--- config.mk ---
export PLATFORM = sky130hd
export DESIGN_NAME = sn74ls193_flat
export DESIGN_NICKNAME = d
export VERILOG_FILES = /design/src/rtl/sn74ls193_pkg.sv /design/src/rtl/sn74ls193_if.sv /design/src/rtl/sn74ls193_edge.sv /design/src/rtl/sn74ls193.sv /design/src/flat_wrapper.sv
export SDC_FILE = /design/constraint.sdc
export NUM_CORES = 1
export LEC_CHECK = 0
export BUFFER_PORTS_ARGS = -buffer_cell sky130_fd_sc_hd__buf_2
export CORE_AREA = 3 3 40 42
export DETAILED_ROUTE_END_ITERATION = 6
export DIE_AREA = 0 0 43 45
export HOLD_SLACK_MARGIN = 0.06
export PLACE_DENSITY_LB_ADDON = 0.2
export SLEW_MARGIN = 10
export SYNTH_ARGS = -nofsm -noshare
export SYNTH_HDL_FRONTEND = slang
export SYNTH_SLANG_ARGS = --single-unit
--- constraint.sdc ---
create_clock -name clk -period 2.7 [get_ports clk]
set_input_delay 0.27 -clock clk [delete_from_list [all_inputs] [get_ports clk]]
set_output_delay 0.27 -clock clk [all_outputs]
set_load 0.05 [all_outputs]
--- src/rtl/sn74ls193_pkg.sv ---
// Shared constants and the per-sample operation decode for the 74LS193 model.
package sn74ls193_pkg;

    localparam int CNT_W = 4;
    localparam logic [CNT_W-1:0] CNT_MAX = 4'hF;
    localparam logic [CNT_W-1:0] CNT_MIN = 4'h0;

    typedef enum logic [1:0] {
        OP_HOLD = 2'd0,
        OP_LOAD = 2'd1,
        OP_UP   = 2'd2,
        OP_DOWN = 2'd3
    } op_e;

    // Load wins outright. A count needs its own rising edge, the other count
    // input parked high, and no edge on the other input in the same sample.
    function automatic op_e select_op(input logic load_n,
                                      input logic up_rise,
                                      input logic dn_rise,
                                      input logic up_lvl,
                                      input logic dn_lvl);
        if (!load_n)
            return OP_LOAD;
        if (up_rise && !dn_rise && dn_lvl)
            return OP_UP;
        if (dn_rise && !up_rise && up_lvl)
            return OP_DOWN;
        return OP_HOLD;
    endfunction

endpackage

--- src/rtl/sn74ls193_if.sv ---
// Pin bundle of one 74LS193 (everything except the sample clock and CLR).
interface sn74ls193_if;
    logic p5;   // UP
    logic p4;   // DOWN
    logic p11;  // /LOAD
    logic p15;  // A
    logic p1;   // B
    logic p10;  // C
    logic p9;   // D
    logic p3;   // QA
    logic p2;   // QB
    logic p6;   // QC
    logic p7;   // QD
    logic p12;  // /CO
    logic p13;  // /BO

    modport slave (
        input  p5, p4, p11, p15, p1, p10, p9,
        output p3, p2, p6, p7, p12, p13
    );

    modport master (
        output p5, p4, p11, p15, p1, p10, p9,
        input  p3, p2, p6, p7, p12, p13
    );
endinterface

--- src/rtl/sn74ls193_edge.sv ---
// Registered rising-edge detector for a count input sampled on clk.
module sn74ls193_edge #(
    parameter logic RST_VAL = 1'b1
) (
    input  logic clk,
    input  logic rst,
    input  logic d_i,
    output logic rise_o
);

    logic prev_q;

    // Remember last sample; reset value chosen so an idle-high input gives no edge.
    always_ff @(posedge clk or posedge rst) begin
        if (rst)
            prev_q <= RST_VAL;
        else
            prev_q <= d_i;
    end

    assign rise_o = d_i & ~prev_q;

endmodule

--- src/rtl/sn74ls193.sv ---
// 74LS193 up/down counter modelled on a single sample clock so that
// count inputs are data and stages cascade deterministically.
module sn74ls193
    import sn74ls193_pkg::*;
#(
    parameter int   CHECK    = 1,
    parameter logic PREV_RST = 1'b1
) (
    input  logic         clk,
    input  logic         p14,
    sn74ls193_if.slave   bus
);

    logic             up_rise;
    logic             dn_rise;
    op_e              op;
    logic [CNT_W-1:0] count_q;
    logic [CNT_W-1:0] count_d;

    sn74ls193_edge #(.RST_VAL(PREV_RST)) u_up_edge (
        .clk    (clk),
        .rst    (p14),
        .d_i    (bus.p5),
        .rise_o (up_rise)
    );

    sn74ls193_edge #(.RST_VAL(PREV_RST)) u_dn_edge (
        .clk    (clk),
        .rst    (p14),
        .d_i    (bus.p4),
        .rise_o (dn_rise)
    );

    // Decode this sample's operation and the next count.
    always_comb begin
        count_d = count_q;
        op      = select_op(bus.p11, up_rise, dn_rise, bus.p5, bus.p4);
        unique case (op)
            OP_LOAD: count_d = {bus.p9, bus.p10, bus.p1, bus.p15};
            OP_UP:   count_d = count_q + 4'd1;
            OP_DOWN: count_d = count_q - 4'd1;
            default: count_d = count_q;
        endcase
    end

    // Count register; CLR clears it without waiting for a clock.
    always_ff @(posedge clk or posedge p14) begin
        if (p14)
            count_q <= CNT_MIN;
        else
            count_q <= count_d;
    end

    assign {bus.p7, bus.p6, bus.p2, bus.p3} = count_q;

    // Carry/borrow are combinational so the next stage sees them in the same sample.
    assign bus.p12 = ~((count_q == CNT_MAX) & ~bus.p5);
    assign bus.p13 = ~((count_q == CNT_MIN) & ~bus.p4);

`ifndef SYNTHESIS
    // Flag count-input combinations that the part cannot resolve.
    always @(posedge clk) begin
        if (CHECK != 0 && !p14 && bus.p11 &&
            ((up_rise && !bus.p4) || (dn_rise && !bus.p5) || (up_rise && dn_rise)))
            $display("sn74ls193 warning: illegal count input combination at %0t", $time);
    end
`endif

endmodule

--- src/flat_wrapper.sv ---
// flat-port wrapper written by rule: the top's interface ports become plain ports
module sn74ls193_flat import sn74ls193_pkg::*;
#(
    parameter int   CHECK    = 1,
    parameter logic PREV_RST = 1'b1
)
  (clk, p14, bus_p5, bus_p4, bus_p11, bus_p15, bus_p1, bus_p10, bus_p9, bus_p3, bus_p2, bus_p6, bus_p7, bus_p12, bus_p13);
  sn74ls193_if bus_i ();
  input  logic clk;
  input  logic p14;
  input wire logic [$bits(bus_i.p5)-1:0] bus_p5;
  input wire logic [$bits(bus_i.p4)-1:0] bus_p4;
  input wire logic [$bits(bus_i.p11)-1:0] bus_p11;
  input wire logic [$bits(bus_i.p15)-1:0] bus_p15;
  input wire logic [$bits(bus_i.p1)-1:0] bus_p1;
  input wire logic [$bits(bus_i.p10)-1:0] bus_p10;
  input wire logic [$bits(bus_i.p9)-1:0] bus_p9;
  output wire logic [$bits(bus_i.p3)-1:0] bus_p3;
  output wire logic [$bits(bus_i.p2)-1:0] bus_p2;
  output wire logic [$bits(bus_i.p6)-1:0] bus_p6;
  output wire logic [$bits(bus_i.p7)-1:0] bus_p7;
  output wire logic [$bits(bus_i.p12)-1:0] bus_p12;
  output wire logic [$bits(bus_i.p13)-1:0] bus_p13;
  assign bus_i.p5 = bus_p5;
  assign bus_i.p4 = bus_p4;
  assign bus_i.p11 = bus_p11;
  assign bus_i.p15 = bus_p15;
  assign bus_i.p1 = bus_p1;
  assign bus_i.p10 = bus_p10;
  assign bus_i.p9 = bus_p9;
  assign bus_p3 = bus_i.p3;
  assign bus_p2 = bus_i.p2;
  assign bus_p6 = bus_i.p6;
  assign bus_p7 = bus_i.p7;
  assign bus_p12 = bus_i.p12;
  assign bus_p13 = bus_i.p13;
  sn74ls193 #(.CHECK(CHECK), .PREV_RST(PREV_RST)) u_core (.clk(clk), .p14(p14), .bus(bus_i));
endmodule
==> summary.md, run 1 <==
| Metric | Value |
|---|---|
| Dpl cell area | `502 µm²` |
| Core area | `1280 µm²` |
| FF/Latch Area | `153 µm²` |
| Layout Area Growth over Synthesis | `28.7%` |
| Final ANT Viol Nets | `0` |
| Hold depth | `1` |
| Number of synthesis warnings | `0` |
| RSZ-0062 raised after global routing | `no` |
| Post-Synth XOR/XNOR Area | `6.29%` |
| Drt wl/cell | `11.0 µm` |
| Post-CTS Setup Bufs | `0` |
| Fillcell total | `136` |
| Via count | `398` |
| DRC errors left | `0` |
| First-pass GRT wire length | `1520 µm` |
| Row Count | `13` |
| Clock sinks | `6` |
| Area contributors post-synth | `dfrtp_1, dfstp_2, xnor2_1` |
| Vias in the first global route | `379` |
| Final Skew | `0.00716 ns` |
| Most used DFF post-synth | `dfrtp_1` |
| Nets | `73` |
| RR Endpoint | `u_core.count_q[2]` |
| Worst EP required | `2.81 ns` |
| Hold endpoint | `u_core.u_up_edge.prev_q` |
| Crit path DAT | `2.18 ns` |
| Initial core utilization | `32.5%` |
| Avg Cell Area, Syn | `9.50 µm²` |
| Setup CP Type | `flop to flop` |
| Final setup violating endpoints | `0` |
| Hold Fails Final Rpt | `0` |
| Cell Count, Final, Fillers Out | `77` |
| Slew HR | `82.6%` |
| Mux contribution to synthesized area | `2.40%` |
| Hold Crit Class | `primary input to flop` |
| Clk slew on worst S/H paths | `0.05 ns` |
| Worst-skew pair later-pin latency | `0.24 ns` |
| Minimum clock period | `2.07 ns` |
| CP startpoint kind | `flop` |
| Final WL | `850 µm` |
| Largest net degree at the start of global routing | `17` |
| FFs w/ async S/R, synth | `100%` |
| Leak pwr | `0.230 nW` |
| Worst r2r src | `u_core.u_up_edge.prev_q` |
| Post-synthesis simple-gate area fraction | `34.7%` |
| PD cells | `565 nW/µm²` |
| Hold_sp | `bus_p5` |
| Sequential share of the synthesized area | `36.5%` |
| Worst Setup End Kind | `flop` |
| Actual slew at the worst max-slew pin | `0.261 ns` |
| Clk buf depth | `2` |
| H-tree Lvls | `1` |
| Largest family of logic cells by synthesized area | `simple AND/OR/NAND/NOR gates` |
| Slew Viols, Final | `0` |
| Syn nets | `54` |
| Final WS setup | `0.630 ns` |
| Status | `finished clean` |
| Drt first pass iters | `4` |
| CTS Root Cell | `clkbuf_4` |
| Die area | `1940 µm²` |
| Final instance area | `538 µm²` |
| Post-cts resize count | `0` |
| GRT Resource Usage Total | `10.3%` |
| Hold-fix buffers, CTS | `1` |
| Multi-input gate area | `253 µm²` |
| Die Width | `43 µm` |
| Initial antenna violation count | `0` |
| Synthesized area | `418 µm²` |
| Synth area leader | `dfrtp_1` |
| CTS buffer count | `3` |
| PnR Total Power | `304 µW` |
| Compound-cell area share of the yosys netlist | `14.1%` |
| Antenna diodes | `0` |
| R2r worst-path depth | `7` |
| Cell count after placement | `72` |
| First DRT Iteration DRCs | `5` |
| IO buf count | `14` |
| Layout cells sized above 1 | `37.1%` |
| Top cells by count, synth | `dfrtp_1, nand2_1, nor2_1` |
| I/O pins | `15` |
| Synthesized flop and latch total | `6` |
| Maxcap violations | `0` |
| Grt ovf | `0` |
| CTS tree | `built` |
| Fmax | `483 MHz` |
| Die Y | `45 µm` |
| Synth cell types | `28` |
| Setup total negative slack | `0 ns` |
| Util after Layout | `41.9%` |
| Post-Synthesis Cells | `44` |
| Period Utilization, post-route | `76.7%` |
| DP Worst Slack | `0.619 ns` |
| Hold Slack | `0.172 ns` |
| CP max FO | `5` |
| Via/cell ratio | `5.17` |
| Peak supply drop | `0.000239 V` |
| Routability cong. | `0.713` |
| Adder-Cell Fraction of Synth Area | `2.99%` |
| R2R setup slack | `0.63 ns` |
| Area share of the largest cell type after synthesis | `24.0%` |
| Post-synth EDFFs | `0` |
-- final cells by class --
type | instances | area share, %
multi-input cells | 35 | 47.0
flip-flops and latches | 6 | 28.4
repair buffers | 15 | 14.9
clock buffers | 4 | 4.88
well taps | 15 | 3.49
inverters | 2 | 1.40
-- report_power, final --
group / total [mW] / switching [mW] / leakage [nW] / internal [mW]
clock: 0.0850 / 0.0293 / 0.0150 / 0.0558
combinational: 0.103 / 0.0662 / 0.149 / 0.0370
sequential: 0.116 / 0.0138 / 0.0662 / 0.102
-- metal layers --
metal | part of all wire, % | routed length (µm) | GRT usage [%]
met5 | 0 | 0 | 0
met4 | 0 | 0 | 3.61
met2 | 48 | 409 | 16.5
met3 | 5.4 | 46 | 3.19
met1 | 46 | 394 | 13.3
-- kinds of logic (layout without fill, tap and decap cells) --
kind of cell               after synthesis  after routing
adders and majority gates                1              1
xor gates and xnor gates                 3              3
muxes                                    1              1
and+or+nand+nor                         23             23
DFF                                      6              6
AOI/OAI and AO/OA                        7              7
buffers and inverters                    3             21
-- registers in the layout (all words and copies together), names as in the netlist --
signal                   count
u_core.u_up_edge.prev_q      1
u_core.u_dn_edge.prev_q      1
u_core.count_q               4
-- worst max-delay path by stage --
stage                                 start  slack, ns                end
finish              u_core.u_up_edge.prev_q       0.63  u_core.count_q[2]
global route        u_core.u_up_edge.prev_q       0.51  u_core.count_q[2]
CTS                 u_core.u_up_edge.prev_q       0.62  u_core.count_q[2]
detailed placement  u_core.u_up_edge.prev_q       0.62  u_core.count_q[2]
global placement    u_core.u_up_edge.prev_q       0.62  u_core.count_q[2]
floorplan           u_core.u_up_edge.prev_q       0.73  u_core.count_q[2]
-- placed cells by master (no fill, tap or decap) --
cell type      instances
buf_2                 14
nand2_1                4
nor2_1                 4
dfrtp_1                4
xnor2_1                3
clkbuf_4               3
a21oi_1                2
nand3_1                2
nand2b_1               2
inv_1                  2
dfstp_2                2
nor2_2                 1
mux2i_1                1
and4b_2                1
and4bb_1               1
nand4_1                1
o2111ai_1              1
nor3_1                 1
nand3b_1               1
o221a_2                1
or3b_1                 1
or4b_1                 1
a21boi_2               1
a311oi_1               1
and4b_1                1
nand4b_1               1
o221ai_1               1
or3_1                  1
ha_1                   1
clkbuf_1               1
dlygate4sd3_1          1
-- critical path, cell delays in order, from the launching register on --
cell,delay (ns)
dfstp_2,0.53
and4b_2,0.28
nand2_1,0.10
xnor2_1,0.15
ha_1,0.19
a21boi_2,0.16
and4b_1,0.18
or3_1,0.35
No activity file was read; power rests on OpenSTA's default activity.
==> run 2: changes to the inputs <==
clock period = 1.8 ns   (was 2.7 ns; I/O delays follow)
==> summary.md, run 2 (synthesis gave the netlist of run 1 again) <==
| Metric | Value |
|---|---|
| Minimum clock period | `1.90 ns` |
| GRT met3 Usage | `2.39%` |
| First DRT Iteration DRCs | `4` |
| Post-CTS Setup Bufs | `0` |
| CTS Root Cell | `clkbuf_4` |
| Worst path max stage delay | `0.52 ns` |
| Final WL | `912 µm` |
| Worst path bufs/invs | `0` |
| Core area | `1280 µm²` |
| Setup CP Type | `flop to flop` |
| Hold endpoint | `u_core.u_dn_edge.prev_q` |
| Period Utilization, post-route | `106%` |
| Grt ovf | `0` |
| Nets | `78` |
| DRC errors left | `0` |
| Clk buf depth | `2` |
| Layout Area Growth over Synthesis | `42.2%` |
| Util after Layout | `46.3%` |
| Met2 Use GR | `16.5%` |
| Final WS setup | `-0.101 ns` |
| Fillcell total | `128` |
| Peak supply drop | `0.000329 V` |
| Worst path slowest cell | `dfstp_2` |
| Regs by FF count | `u_core.count_q: 4 flops, u_core.u_dn_edge.prev_q: 1 flops, u_core.u_up_edge.prev_q: 1 flops` |
| Crit path DAT | `2.02 ns` |
| R2R setup slack | `-0.10 ns` |
| CTS buffer count | `3` |
| Vias in the first global route | `361` |
| Routability cong. | `0.694` |
| Initial core utilization | `32.5%` |
| First-pass GRT wire length | `1490 µm` |
| Global-route met1 utilization | `13.0%` |
| Largest net degree at the start of global routing | `16` |
| Via/cell ratio | `4.74` |
| CP max FO | `2` |
| Die area | `1940 µm²` |
| Max reg flops | `4` |
| Via count | `389` |
| Hold depth | `1` |
| Top Usage Layer GRT | `met2` |
| Worst-skew pair later-pin latency | `0.25 ns` |
| Dpl cell area | `544 µm²` |
| Cell Count, Final, Fillers Out | `82` |
| GRT Resource Usage Total | `10.3%` |
| Leak pwr | `0.261 nW` |
| Hold Slack | `0.0782 ns` |
| Worst r2r src | `u_core.u_up_edge.prev_q` |
| H-tree Lvls | `1` |
| Setup total negative slack | `-0.101 ns` |
| Worst Setup End Kind | `flop` |
| Final setup violating endpoints | `1` |
| Initial antenna violation count | `0` |
| Final ANT Viol Nets | `0` |
| Slew Viols, Final | `0` |
| RR Endpoint | `u_core.count_q[2]` |
| Fmax | `526 MHz` |
| Hold Crit Class | `primary input to flop` |
| Drt first pass iters | `2` |
| Cell count after placement | `77` |
| Maxcap violations | `0` |
| Actual slew at the worst max-slew pin | `0.310 ns` |
| Final Skew | `0.00776 ns` |
| Die Width | `43 µm` |
| Crit-path cells | `and4b_2 > nand2_2 > xnor2_2 > ha_2 > a21boi_2 > and4b_1 > or3_1` |
| Layout cells sized above 1 | `47.8%` |
| Final instance area | `594 µm²` |
| CP startpoint kind | `flop` |
| Row Count | `13` |
| Failing checks | `setup timing` |
| Slew HR | `79.3%` |
| Status | `finished, violations left` |
| CP delay by family, top | `simple AND/OR/NAND/NOR gates` |
| Worst EP required | `1.92 ns` |
| Antenna diodes | `0` |
| IO buf count | `14` |
| Most frequent cells in the layout | `buf_2, buf_4, nor2_1, dfrtp_1` |
| Biggest register | `u_core.count_q` |
| HPWL Detailed | `719 µm` |
| Hold Fails Final Rpt | `0` |
| CTS tree | `built` |
| R2r worst-path depth | `7` |
| Most common cell after layout, fill and taps aside | `buf_2` |
| Drt wl/cell | `11.1 µm` |
| RSZ-0062 raised after global routing | `yes` |
| Clk slew on worst S/H paths | `0.05 ns` |
| Clock sinks | `6` |
| Hold_sp | `bus_p4` |
| I/O pins | `15` |
| PD cells | `799 nW/µm²` |
| Die Y | `45 µm` |
[run 2: cell count changes in the layout (fill, tap and decap cells not counted), sizes merged]
| cell | before | now |
|---|---|---|
| buf | 14 | 19 |
[run 2: repair_timing]
item | CTS | global route
endpoints found under the hold margin | 4 | 0
resized for setup | 0 | 2
hold buffers | 1 | 0
setup endpoints to repair | 1 | 1
[run 2: through the flow]
step | setup slack [ns] | power [mW]
after global placement | -0.0558 | 0.338
after CTS | -0.100 | 0.478
after global routing | -0.203 | 0.503
after floorplan | -0.117 | 0.289
final | -0.101 | 0.475
after detailed placement | -0.103 | 0.337
[run 2: how the worst max path moves through the flow]
stage	from	endpoint	slack, ns	depth (start not counted)
2_1_floorplan	u_core.u_up_edge.prev_q	u_core.count_q[2]	-0.12	7
3_3_place_gp	u_core.u_up_edge.prev_q	u_core.count_q[2]	-0.06	8
3_5_place_dp	u_core.u_up_edge.prev_q	u_core.count_q[2]	-0.10	8
4_1_cts	u_core.u_up_edge.prev_q	u_core.count_q[2]	-0.10	8
5_1_grt	u_core.u_up_edge.prev_q	u_core.count_q[2]	-0.20	7
6_report	u_core.u_up_edge.prev_q	u_core.count_q[2]	-0.10	7
[run 2: per-layer routing]
layer	wire length [µm]	vias up	share of wire [%]
li1	-	210	-
met1	415	168	46
met2	445	9	49
met3	36	2	3.9
met4	14	0	1.5
met5	0	-	0
[run 2: report_power, final]
part | leakage (nW) | total (mW) | internal [mW] | switching [mW]
clock network | 0.0150 | 0.135 | 0.0841 | 0.0508
registers | 0.0662 | 0.173 | 0.152 | 0.0209
logic | 0.179 | 0.167 | 0.0641 | 0.103
[run 2: cell type report]
class,instances,area (µm²),area share [%]
clock buffer,4,26.3,4.42
inverter,2,7.51,1.26
multi-input combinational,35,272,45.7
sequential,6,153,25.7
tap,15,18.8,3.16
timing repair buffer,20,118,19.8
==> run 3: changes to the inputs <==
ABC_AREA = 1   (was not set)
==> summary.md, run 3 <==
| Metric | Value |
|---|---|
| Synth cell types | `17` |
| DP Worst Slack | `0.213 ns` |
| Area contributors post-synth | `dfrtp_1, nand2_1, dfstp_2` |
| Via/cell ratio | `4.52` |
| Grt ovf | `0` |
| Post-synth EDFFs | `0` |
| RR Endpoint | `u_core.count_q[2]` |
| Nets | `99` |
| Peak supply drop | `0.000468 V` |
| Hold Crit Class | `primary input to flop` |
| First DRT Iteration DRCs | `3` |
| Most frequent cells in the layout | `nand2_1, inv_1, buf_2` |
| Final Skew | `0.00386 ns` |
| Crit path DAT | `1.78 ns` |
| Actual slew at the worst max-slew pin | `0.252 ns` |
| R2R setup slack | `0.23 ns` |
| R2r worst-path depth | `12` |
| Clk slew on worst S/H paths | `0.05 ns` |
| Fmax | `611 MHz` |
| Period Utilization, post-route | `91.0%` |
| HPWL Detailed | `773 µm` |
| Antenna diodes | `0` |
| Hold Fails Final Rpt | `0` |
| Largest net degree at the start of global routing | `8` |
| CTS Root Cell | `clkbuf_4` |
| CTS tree | `built` |
| Vias in the first global route | `385` |
| Synthesized flop and latch total | `6` |
| Initial antenna violation count | `0` |
| Minimum clock period | `1.64 ns` |
| Max reg flops | `4` |
| Worst Setup End Kind | `flop` |
| Syn nets | `77` |
| Hold_sp | `bus_p4` |
| Routability cong. | `0.774` |
| Final setup violating endpoints | `0` |
| Worst r2r src | `u_core.u_up_edge.prev_q` |
| Via count | `466` |
| Initial core utilization | `34.2%` |
| Status | `finished clean` |
| GRT Resource Usage Total | `12.2%` |
| I/O pins | `15` |
| Final WS setup | `0.162 ns` |
| CP startpoint kind | `primary input` |
| Setup CP Type | `primary input to flop` |
| Layout cells sized above 1 | `29.5%` |
| Core area | `1280 µm²` |
| CTS buffer count | `3` |
| Drt wl/cell | `9.81 µm` |
| Hold depth | `1` |
| IO buf count | `14` |
| Worst EP required | `1.95 ns` |
| Synthesized area | `439 µm²` |
| Sequential share of the synthesized area | `34.8%` |
| Number of synthesis warnings | `0` |
| H-tree Lvls | `1` |
| Die Width | `43 µm` |
| Area share of the largest cell type after synthesis | `22.8%` |
| Clock sinks | `6` |
| Most used DFF post-synth | `dfrtp_1` |
| Regs by FF count | `u_core.count_q: 4 flops, u_core.u_dn_edge.prev_q: 1 flops, u_core.u_up_edge.prev_q: 1 flops` |
| Final WL | `1010 µm` |
| Final ANT Viol Nets | `0` |
| First-pass GRT wire length | `1700 µm` |
| Most common cell after layout, fill and taps aside | `nand2_1` |
| Layout Area Growth over Synthesis | `35.6%` |
| Hold endpoint | `u_core.u_dn_edge.prev_q` |
| Worst-skew pair later-pin latency | `0.25 ns` |
| Maxcap violations | `0` |
| Biggest register | `u_core.count_q` |
| Post-Synthesis Cells | `67` |
| Top cells by count, synth | `nand2_1, inv_1, nand3_1` |
| Clk buf depth | `2` |
| Slew HR | `83.3%` |
| Slew Viols, Final | `0` |
| Cell with the most instances after synthesis | `nand2_1` |
| Avg Cell Area, Syn | `6.55 µm²` |
| FFs w/ async S/R, synth | `100%` |
| DRC errors left | `0` |
| Row Count | `13` |
| RSZ-0062 raised after global routing | `no` |
| Die Y | `45 µm` |
| PD cells | `747 nW/µm²` |
| Die area | `1940 µm²` |
| Synth area leader | `dfrtp_1` |
| CP max FO | `4` |
| Leak pwr | `0.328 nW` |
| Drt first pass iters | `4` |
| Setup total negative slack | `0 ns` |
==> run 3: cell types whose count changed in the layout (fill, tap and decap cells not counted), moves of 3 or more <==
cell | before | now
inv_1 | 2 | 14
nand3_1 | 2 | 8
o21ai_0 | 0 | 3
buf_4 | 5 | 2
nand2_1 | 3 | 23
==> run 3: routing by layer <==
metal / part of all wire, % / vias up / global-route usage, % / wire (µm)
li1: - / 250 / - / -
met5: 0 / - / 0 / 0
met4: 0.99 / 0 / 1.81 / 10
met3: 9.9 / 2 / 8.37 / 100
met1: 47 / 199 / 16.8 / 475
met2: 42 / 15 / 15.9 / 424
==> run 3: logic make-up after synthesis <==
| logic type | synth area share (%) |
|---|---|
| buffers and inverters | 12.0 |
| and+or+nand+nor | 40.7 |
| DFF | 34.8 |
| adders and majority gates | 2.85 |
| AOI/OAI and AO/OA | 9.69 |
==> run 3: final cells by class <==
class | instances | area, µm²
fillers | 147 | 689
multi-input cells | 47 | 245
flip-flops and latches | 6 | 153
repair buffers | 17 | 100
inverters | 14 | 52.6
clock buffers | 4 | 26.3
well taps | 15 | 18.8
==> run 3: worst max-delay path by stage <==
stage	from	slack, ns	end
final	bus_p5	0.16	u_core.count_q[2]
after global routing	bus_p5	0.001	u_core.count_q[2]
after CTS	bus_p5	0.14	u_core.count_q[2]
after detailed placement	u_core.u_up_edge.prev_q	0.21	u_core.count_q[2]
after global placement	u_core.u_up_edge.prev_q	0.25	u_core.count_q[2]
after floorplan	u_core.count_q[1]	0.23	u_core.count_q[2]
==> run 3: worst max-delay path, cell delays in order <==
cell           delay (ns)
dlygate4sd3_1        0.53
buf_4                0.13
nand3_4              0.10
nor2_4               0.16
nand2_2              0.06
nand2_1              0.07
inv_1                0.04
ha_1                 0.16
inv_1                0.05
nand2_1              0.06
nand2_1              0.07
nand3_1              0.07
nand2_1              0.07
nand2_1              0.04
==> run 3: power breakdown <==
group | internal [mW] | total [mW] | switching, mW
logic | 0.0435 | 0.139 | 0.0954
clock network | 0.0845 | 0.141 | 0.0563
registers | 0.149 | 0.165 | 0.0159
==> run 3: per-stage QoR <==
| stage | util, % | power, mW | hold WS, ns | cells | instance area, µm² |
|---|---|---|---|---|---|
| 2_1_floorplan | - | 0.261 | -0.0305 | 67 | 439 |
| 3_3_place_gp | 41.1 | 0.299 | 0.100 | 96 | 528 |
| 3_5_place_dp | 41.1 | 0.299 | 0.103 | 96 | 528 |
| 4_1_cts | 44.7 | 0.443 | 0.0606 | 102 | 574 |
| 5_1_grt | 46.3 | 0.479 | 0.0607 | 103 | 596 |
| 6_report | 46.3 | 0.445 | 0.0721 | 103 | 596 |
==> run 3: repair_timing <==
item                                    in CTS  in global routing
endpoints found under the hold margin        5                  0
endpoints found under the setup margin       0                  1
hold buffers                                 2                  0
setup buffers                                0                  1
gates resized for setup                      0                  3
